### config.mk
export PLATFORM = sky130hd
export DESIGN_NAME = fe_power_seq
export DESIGN_NICKNAME = d
export VERILOG_FILES = /design/src/rtl/fe_power_seq.sv
export SDC_FILE = /design/constraint.sdc
export NUM_CORES = 1
export LEC_CHECK = 0
export BUFFER_PORTS_ARGS = -buffer_cell sky130_fd_sc_hd__buf_2
export CORE_MARGIN = 4
export CORE_UTILIZATION = 50
export CTS_CLUSTER_DIAMETER = 60
export DETAILED_ROUTE_END_ITERATION = 7
export GPL_TIMING_DRIVEN = 0
export HOLD_SLACK_MARGIN = 0.03
export PLACE_DENSITY = 0.8
export SLEW_MARGIN = 0
export SYNTH_ARGS = -nofsm -noshare
export SYNTH_HDL_FRONTEND = slang
export SYNTH_SLANG_ARGS = --single-unit
### constraint.sdc
create_clock -name clk -period 3.1 [get_ports clk]
set_input_delay 0.155 -clock clk [delete_from_list [all_inputs] [get_ports clk]]
set_output_delay 0.155 -clock clk [all_outputs]
set_load 0.05 [all_outputs]
### src/rtl/fe_power_seq.sv
// ---------------------------------------------------------------------------
// fe_power_seq -- front-end power / reset sequencer.
//
// Holds every front-end enable (tuner i2c gate, CI power, antenna 5 V,
// demod/tuner resets) at its safe level through a power-on hold. After that
// it releases requested channels one at a time, lowest index first, with a
// programmable stagger between releases. A channel whose ctrl bit goes high
// is re-asserted on the very next edge in every state. USB suspend drives
// all pins safe. When suspend ends, the block waits one settle gap and then
// re-sequences.
//
// Ports
//   clk       system clock (usb_ulpi_clk domain)
//   reset     synchronous, active-high
//   suspend   USB suspend, synchronous to clk
//   ctrl      per-channel request: 1 = held (disabled), 0 = released
//   fe_out    registered pin levels (SAFE_VAL while held)
//   released  per-channel status: 1 = channel currently released
//   por_done  high once the power-on hold has expired, until reset
//   busy      high when not IDLE or any channel is still pending release
// ---------------------------------------------------------------------------

// One pin driver. The pin is registered from the next-cycle released bit, so
// fe_out and released change on the same edge.
module fe_power_lane #(
  parameter logic SAFE_BIT = 1'b0
) (
  input  logic clk,
  input  logic reset,
  input  logic rel_nxt,
  output logic pin
);
  always_ff @(posedge clk) begin
    if (reset) pin <= SAFE_BIT;
    else       pin <= rel_nxt ? ~SAFE_BIT : SAFE_BIT;
  end
endmodule

module fe_power_seq #(
  parameter int              N_CH       = 8,
  parameter logic [N_CH-1:0] SAFE_VAL   = 8'h60,
  parameter int              CLK_PER_US = 50,
  parameter int              POR_US     = 1000000,
  parameter int              STAGGER_US = 1000,
  parameter int              CNT_W      = 32
) (
  input  logic            clk,
  input  logic            reset,
  input  logic            suspend,
  input  logic [N_CH-1:0] ctrl,
  output logic [N_CH-1:0] fe_out,
  output logic [N_CH-1:0] released,
  output logic            por_done,
  output logic            busy
);

  localparam int PW = (CLK_PER_US > 1) ? $clog2(CLK_PER_US) : 1;

  typedef enum logic [1:0] {S_POR, S_IDLE, S_GAP, S_SUSP} state_t;

  state_t            state, state_nxt;
  logic [PW-1:0]     presc;
  logic [CNT_W-1:0]  cnt;
  logic              tick, expire, ld_gap;
  logic [N_CH-1:0]   pending, assert_req, lowest, rel_nxt;

  assign pending    = ~ctrl & ~released;
  assign assert_req =  ctrl &  released;
  // Isolate the lowest set bit of pending. Only that channel may be
  // released on this IDLE visit.
  assign lowest     = pending & (~pending + N_CH'(1));

  // The tick fires on the last prescaler count. Expiry is the tick that
  // would take the counter from 1 to 0.
  assign tick   = (presc == PW'(CLK_PER_US - 1));
  assign expire = tick && (cnt == CNT_W'(1));

  assign busy = (state != S_IDLE) || (|pending);

  // Next state and next released vector. The assertion path
  // (released & ~assert_req) applies in every state and never touches the
  // timer, so a mid-GAP assert leaves the stagger schedule intact.
  always_comb begin
    state_nxt = state;
    rel_nxt   = released & ~assert_req;
    ld_gap    = 1'b0;
    case (state)
      S_POR: begin
        rel_nxt = '0;
        if (expire) state_nxt = S_IDLE;
      end
      S_IDLE: begin
        if (suspend) begin
          // Suspend wins over a pending release in the same cycle.
          state_nxt = S_SUSP;
          rel_nxt   = '0;
        end else if (|pending) begin
          rel_nxt = rel_nxt | lowest;
          if (STAGGER_US != 0) begin
            state_nxt = S_GAP;
            ld_gap    = 1'b1;
          end
        end
      end
      S_GAP: begin
        if (suspend) begin
          state_nxt = S_SUSP;
          rel_nxt   = '0;
        end else if (expire) begin
          state_nxt = S_IDLE;
        end
      end
      S_SUSP: begin
        rel_nxt = '0;
        if (!suspend) begin
          // Settle for one stagger period before re-sequencing.
          if (STAGGER_US != 0) begin
            state_nxt = S_GAP;
            ld_gap    = 1'b1;
          end else begin
            state_nxt = S_IDLE;
          end
        end
      end
      default: begin
        state_nxt = S_POR;
        rel_nxt   = '0;
      end
    endcase
  end

  always_ff @(posedge clk) begin
    if (reset) begin
      state    <= S_POR;
      presc    <= '0;
      cnt      <= CNT_W'(POR_US);
      released <= '0;
      por_done <= 1'b0;
    end else begin
      state    <= state_nxt;
      released <= rel_nxt;
      if (state == S_POR && expire) por_done <= 1'b1;
      if (ld_gap) begin
        presc <= '0;
        cnt   <= CNT_W'(STAGGER_US);
      end else begin
        presc <= tick ? '0 : presc + 1'b1;
        if (tick && (state == S_POR || state == S_GAP)) cnt <= cnt - 1'b1;
      end
    end
  end

  for (genvar gi = 0; gi < N_CH; gi++) begin : g_lane
    fe_power_lane #(.SAFE_BIT(SAFE_VAL[gi])) u_lane (
      .clk     (clk),
      .reset   (reset),
      .rel_nxt (rel_nxt[gi]),
      .pin     (fe_out[gi])
    );
  end

endmodule

### Word level (Yosys, flattened, before mapping)

Index checks and enable logic that the tools add are counted.

* register bits after elaboration: 57
* input port bits: 11
* output and inout port bits: 18
* word-level logic and storage cells: 70

* add/sub/neg operators: 3
* equality and inequality tests: 8
* mux-type cells: 24
* bitwise operators: 9
* reduce and logical (&&, ||, !) cells: 12

Operator list (number)
* 20-bit two-way mux: 2
* 8-bit AND: 4
* 32-bit by 1-bit equality test with 1-bit output, second input constant: 1
* 8-bit NOT: 4
* 32-bit by 1-bit subtractor with 32-bit output, second input constant: 1
* 8-bit two-way mux: 3
* 8-bit one-hot mux with 3 select lines: 1
* 1-bit two-way mux: 11
* 2-bit two-way mux: 5
* 8-bit by 1-bit adder with 8-bit output, second input constant: 1
* 8-bit OR: 1
* 2-bit one-hot mux with 4 select lines: 1
* 8-bit OR reduction: 1
* 6-bit by 1-bit adder with 6-bit output, second input constant: 1
* 6-bit equality test, second input constant: 1
* 2-bit equality test, second input constant: 2
* 2-bit OR reduction: 2
* 1-bit logical AND: 3
* 3-bit != test, second input constant: 1
* 3-bit OR reduction: 1
* 2-bit by 1-bit equality test with 1-bit output, second input constant: 1
* 2-bit logical NOT: 1
* 1-bit logical OR: 2
* 2-bit by 1-bit != test with 1-bit output, second input constant: 1
* other kinds (4): 4

### Depth between registers and ports, before layout

* depth in word-level cells: 10
* mapped depth: 8
* depth with buffers taken out: 7

### By module

Synthesis repeated with hierarchy kept, for this count alone.

* cell total of the unflattened synthesis: 299
* area, all modules: 2716.4 um^2

By module, submodules not included
* fe_power_seq: times used 1, cells an instance 283, area an instance 2461.1 um^2, sequential area each 980.9 um^2
* fe_power_lane at g_lane[0].u_lane ...: times used 6, cells an instance 2, area an instance 33.8 um^2, sequential area each 20.0 um^2
* fe_power_lane at g_lane[5].u_lane ...: times used 2, cells an instance 2, area an instance 26.3 um^2, sequential area each 20.0 um^2

### Least setup slack after synthesis

OpenSTA, ideal clock, no wires.

* path kind: reg2reg
* from: reg released[5]
* to: reg cnt[20]
* library setup time: 0.064 ns
* arrival time: 2.072 ns
* data required time: 3.036 ns
* path slack: 0.965 ns
* stages on the path, launching flop included: 8
* path buffers: 2
* clock period less this slack: 2.135 ns
* path through: dfxtp_1 > o22ai_1 > nor3_1 > a21o_1 > clkbuf_1 > nand2_1 > clkbuf_1 > nor2_2

* longest elaborated chain between the ends: 7

Ends and longest elaborated chain
* start: declaration: line 52 `output logic [N_CH-1:0] released,`
* start signal: assignment: line 141 `released <= rel_nxt;`
* 8-bit NOT: line 67 `assign pending = ~ctrl & ~released;`
* 8-bit AND: line 67
* 8-bit OR reduction: line 97 `end else if (|pending) begin`
* 1-bit two-way mux: line 97
* 1-bit two-way mux: line 93 `if (suspend) begin`
* 1-bit one-hot mux with 2 select lines: line 87 `case (state)`
* 2-bit OR reduction (no source line)
* end signal: assignment: line 136 `cnt <= CNT_W'(POR_US);`
* end signal: assignment: line 145 `cnt <= CNT_W'(STAGGER_US);`
* end signal: assignment: line 148 `if (tick && (state == S_POR || state == S_GAP)) cnt <= cnt - 1'b1;`
* end: declaration: line 63 `logic [CNT_W-1:0] cnt;`

Every way passes these cells.
A chain may end at the register's enable or synchronous reset.

### Worst setup path in the final report

* from: reg released[4]
* to: reg cnt[22]

The elaborated chain is that of the path after synthesis.

==> impl_metrics.py <==
metrics = {
    "sta": {
        "hold_viol_final": 0,
        "fmax_mhz": 426,
        "max_slew_margin": 0.528,
        "setup_slack_ns": 0.755,
        "setup_tns_ns": 0,
        "drv_slew": 0,
        "finClkSkew_ns": 0.00568,
        "worst_pin_slew_ns": 0.690,
        "holdWs_ns": 0.0325,
        "rsz0062_at_grt": "no",
        "min_period_over_period": 0.756,
        "final.min_clock_period_ns": 2.35,
        "setup_viol": 0,
    },
    "setup_path": {
        "cp.arrival_ns": 2.58,
        "setup.worst_path.start": "released[4]",
        "cp-end-kind": "register",
        "start_kind": "register",
        "path_class": "register to register",
        "reg2reg_depth": 7,
        "critical_path_required_ns": 3.34,
        "rrSetupSlack_ns": 0.75,
        "crit_path_end": "cnt[22]",
        "critical_path.max_fanout": 10,
        "reg2reg_from": "released[4]",
        "r2r-end": "cnt[22]",
    },
    "clock_tree": {
        "post_cts_buffers": 0,
        "cts_made_buffers": 5,
        "cts_max_level": 2,
        "clock_path_buffers": 2,
        "hold_buffers": 3,
        "clk_pin_slew_ns": 0.09,
        "root_buffer": "clkbuf_8",
        "tritoncts": "done",
        "clk-insertion-delay-late_ns": 0.30,
        "postCtsResizedCells": 0,
        "cts.sink_count": 51,
    },
    "drt": {
        "drt_iter0_drc": 127,
        "vias_per_cell": 5.43,
        "antenna_left": 0,
        "dr.pass1.iters": 5,
        "vias": 2146,
        "drt-total-wl_mm": 5.21,
        "drc": 0,
        "wire_per_inst_um": 13.2,
    },
    "place": {
        "place_ws_ns": 0.844,
        "hpwlAfterDp_mm": 3.73,
        "place_congestion": 0.857,
        "io_buffers": 28,
        "dp.cells": 384,
    },
    "grt": {
        "grt_max_degree": 15,
        "grt_usage": 0.184,
        "overflow": 0,
        "grt_pass1_wl_mm": 9.15,
        "antenna_found_initial": 0,
        "first_global_vias": 1991,
    },
    "logic_synthesis": {
        "syn_inst": 289,
        "synth-async-reset-ratio": 0,
        "postSynthAreaPerCell_um2": 8.61,
        "synth.distinct_cells": 44,
        "synth_area_um2": 2490,
        "ys_warn_count": 0,
        "seq_area_frac_synth": 0.410,
        "syn-num-nets": 304,
        "synth_flop_cell": "dfxtp_1",
        "synth-edff-count": 0,
        "synth_seq_cells": 51,
    },
    "finish": {
        "nNetsFinal": 342,
        "most-common-layout-cells": "dfxtp_1, nor2_1, buf_2, xnor2_1, nor3_1",
        "stdcell_count": 395,
        "n_antenna_cell": 0,
        "final_common_cell": "dfxtp_1",
        "syn2layout_area_growth_pct": 14.2,
        "layout-drive-gt1-share": 0.198,
    },
    "power_and_ir_drop": {
        "p_per_area_nw_per_um2": 396,
        "ir_drop_mv": 0.219,
        "p_total_w": 0.00112,
        "leakage_nw": 1.08,
    },
    "die": {
        "coreArea_um2": 4790,
        "fp.dieH_um": 78.5,
        "die_w_um": 78.5,
        "dieArea_um2": 6170,
        "rows": 25,
        "initial_core_util": 0.520,
        "pin_count": 29,
    },
    "min_path": {
        "hp-class": "input port to register",
    },
    "run_status": {
        "status": "finished clean",
    },
    "flow_run": {
        "maxCapViolCount": 0,
    },
}
==> registers in the layout, summed over array words and instances, names as in the netlist <==
register,count
g_lane.u_lane.pin,2
cnt,32
state,2
presc,6
released,8
por_done,1
==> power by group <==
part | total, W | switching [W] | internal (W)
Sequential | 0.000661 | 0.00000264 | 0.000658
Clock | 0.000417 | 0.000213 | 0.000204
Combinational | 0.0000464 | 0.0000287 | 0.0000177
==> critical path, cell delays in order, from the launching register on <==
cell and delay (ns):
dfxtp_1 0.40, o22ai_1 0.14, nor3_1 0.50, a21o_1 0.18, clkbuf_1 0.37, nand2_1 0.20, clkbuf_1 0.30, a21oi_1 0.18
==> synthesized netlist by cell type (all sizes together), types with 7 or more instances <==
cell | instances | area [µm²]
a21oi | 11 | 55.1
nor2 | 49 | 191
nand3 | 8 | 40.0
nor3 | 22 | 115
dfxtp | 51 | 1020
or4 | 7 | 56.3
nand2 | 11 | 41.3
clkbuf | 7 | 27.5
or3 | 8 | 50.1
buf | 16 | 124
xnor2 | 25 | 219
nor4 | 18 | 131
==> worst min-delay path by stage <==
stage             endpoint  cells past startpoint    start  slack, ns
6_report       released[0]                      2  ctrl[0]       0.03
5_1_grt        released[0]                      2  ctrl[0]       0.03
4_1_cts        released[0]                      2  ctrl[0]       0.03
3_5_place_dp   released[1]                      2  ctrl[1]       0.34
3_3_place_gp   released[3]                      2  ctrl[3]       0.34
2_1_floorplan  released[4]                      1  ctrl[4]       0.23
==> through the flow <==
| stage | instance area, µm² | util |
|---|---|---|
| after global placement | 2710 | 0.567 |
| final | 2840 | 0.594 |
| after floorplan | 2490 | - |
| after CTS | 2840 | 0.594 |
| after global routing | 2840 | 0.594 |
| after detailed placement | 2710 | 0.567 |
==> logic make-up (layout without fill, tap and decap cells) <==
family                     after synthesis  in the layout  synth area share
muxes                                    2              2           0.00855
adders and majority gates                4              4            0.0201
AOI/OAI and AO/OA                       33             33            0.0860
DFF                                     51             51             0.410
and+or+nand+nor                        140            140             0.299
buffers and inverters                   29             68            0.0699
xor gates and xnor gates                30             30             0.106
==> final cells by class <==
cell class                      count  area (µm²)
Buffer                             23         151
Clock buffer                        8         100
Fill cell                         414        1940
Inverter                            6        22.5
Multi-Input combinational cell    209        1290
Sequential cell                    51        1020
Tap cell                           67        83.8
Timing Repair Buffer               31         170
==> per-layer routing <==
layer | wire, µm | vias up | track usage
met5 | 0 | - | 0
met4 | 65 | 0 | 0.0612
met3 | 198 | 7 | 0.0401
met2 | 2530 | 40 | 0.311
met1 | 2420 | 1013 | 0.230
li1 | - | 1086 | -
(Power assumes the default switching activity.)
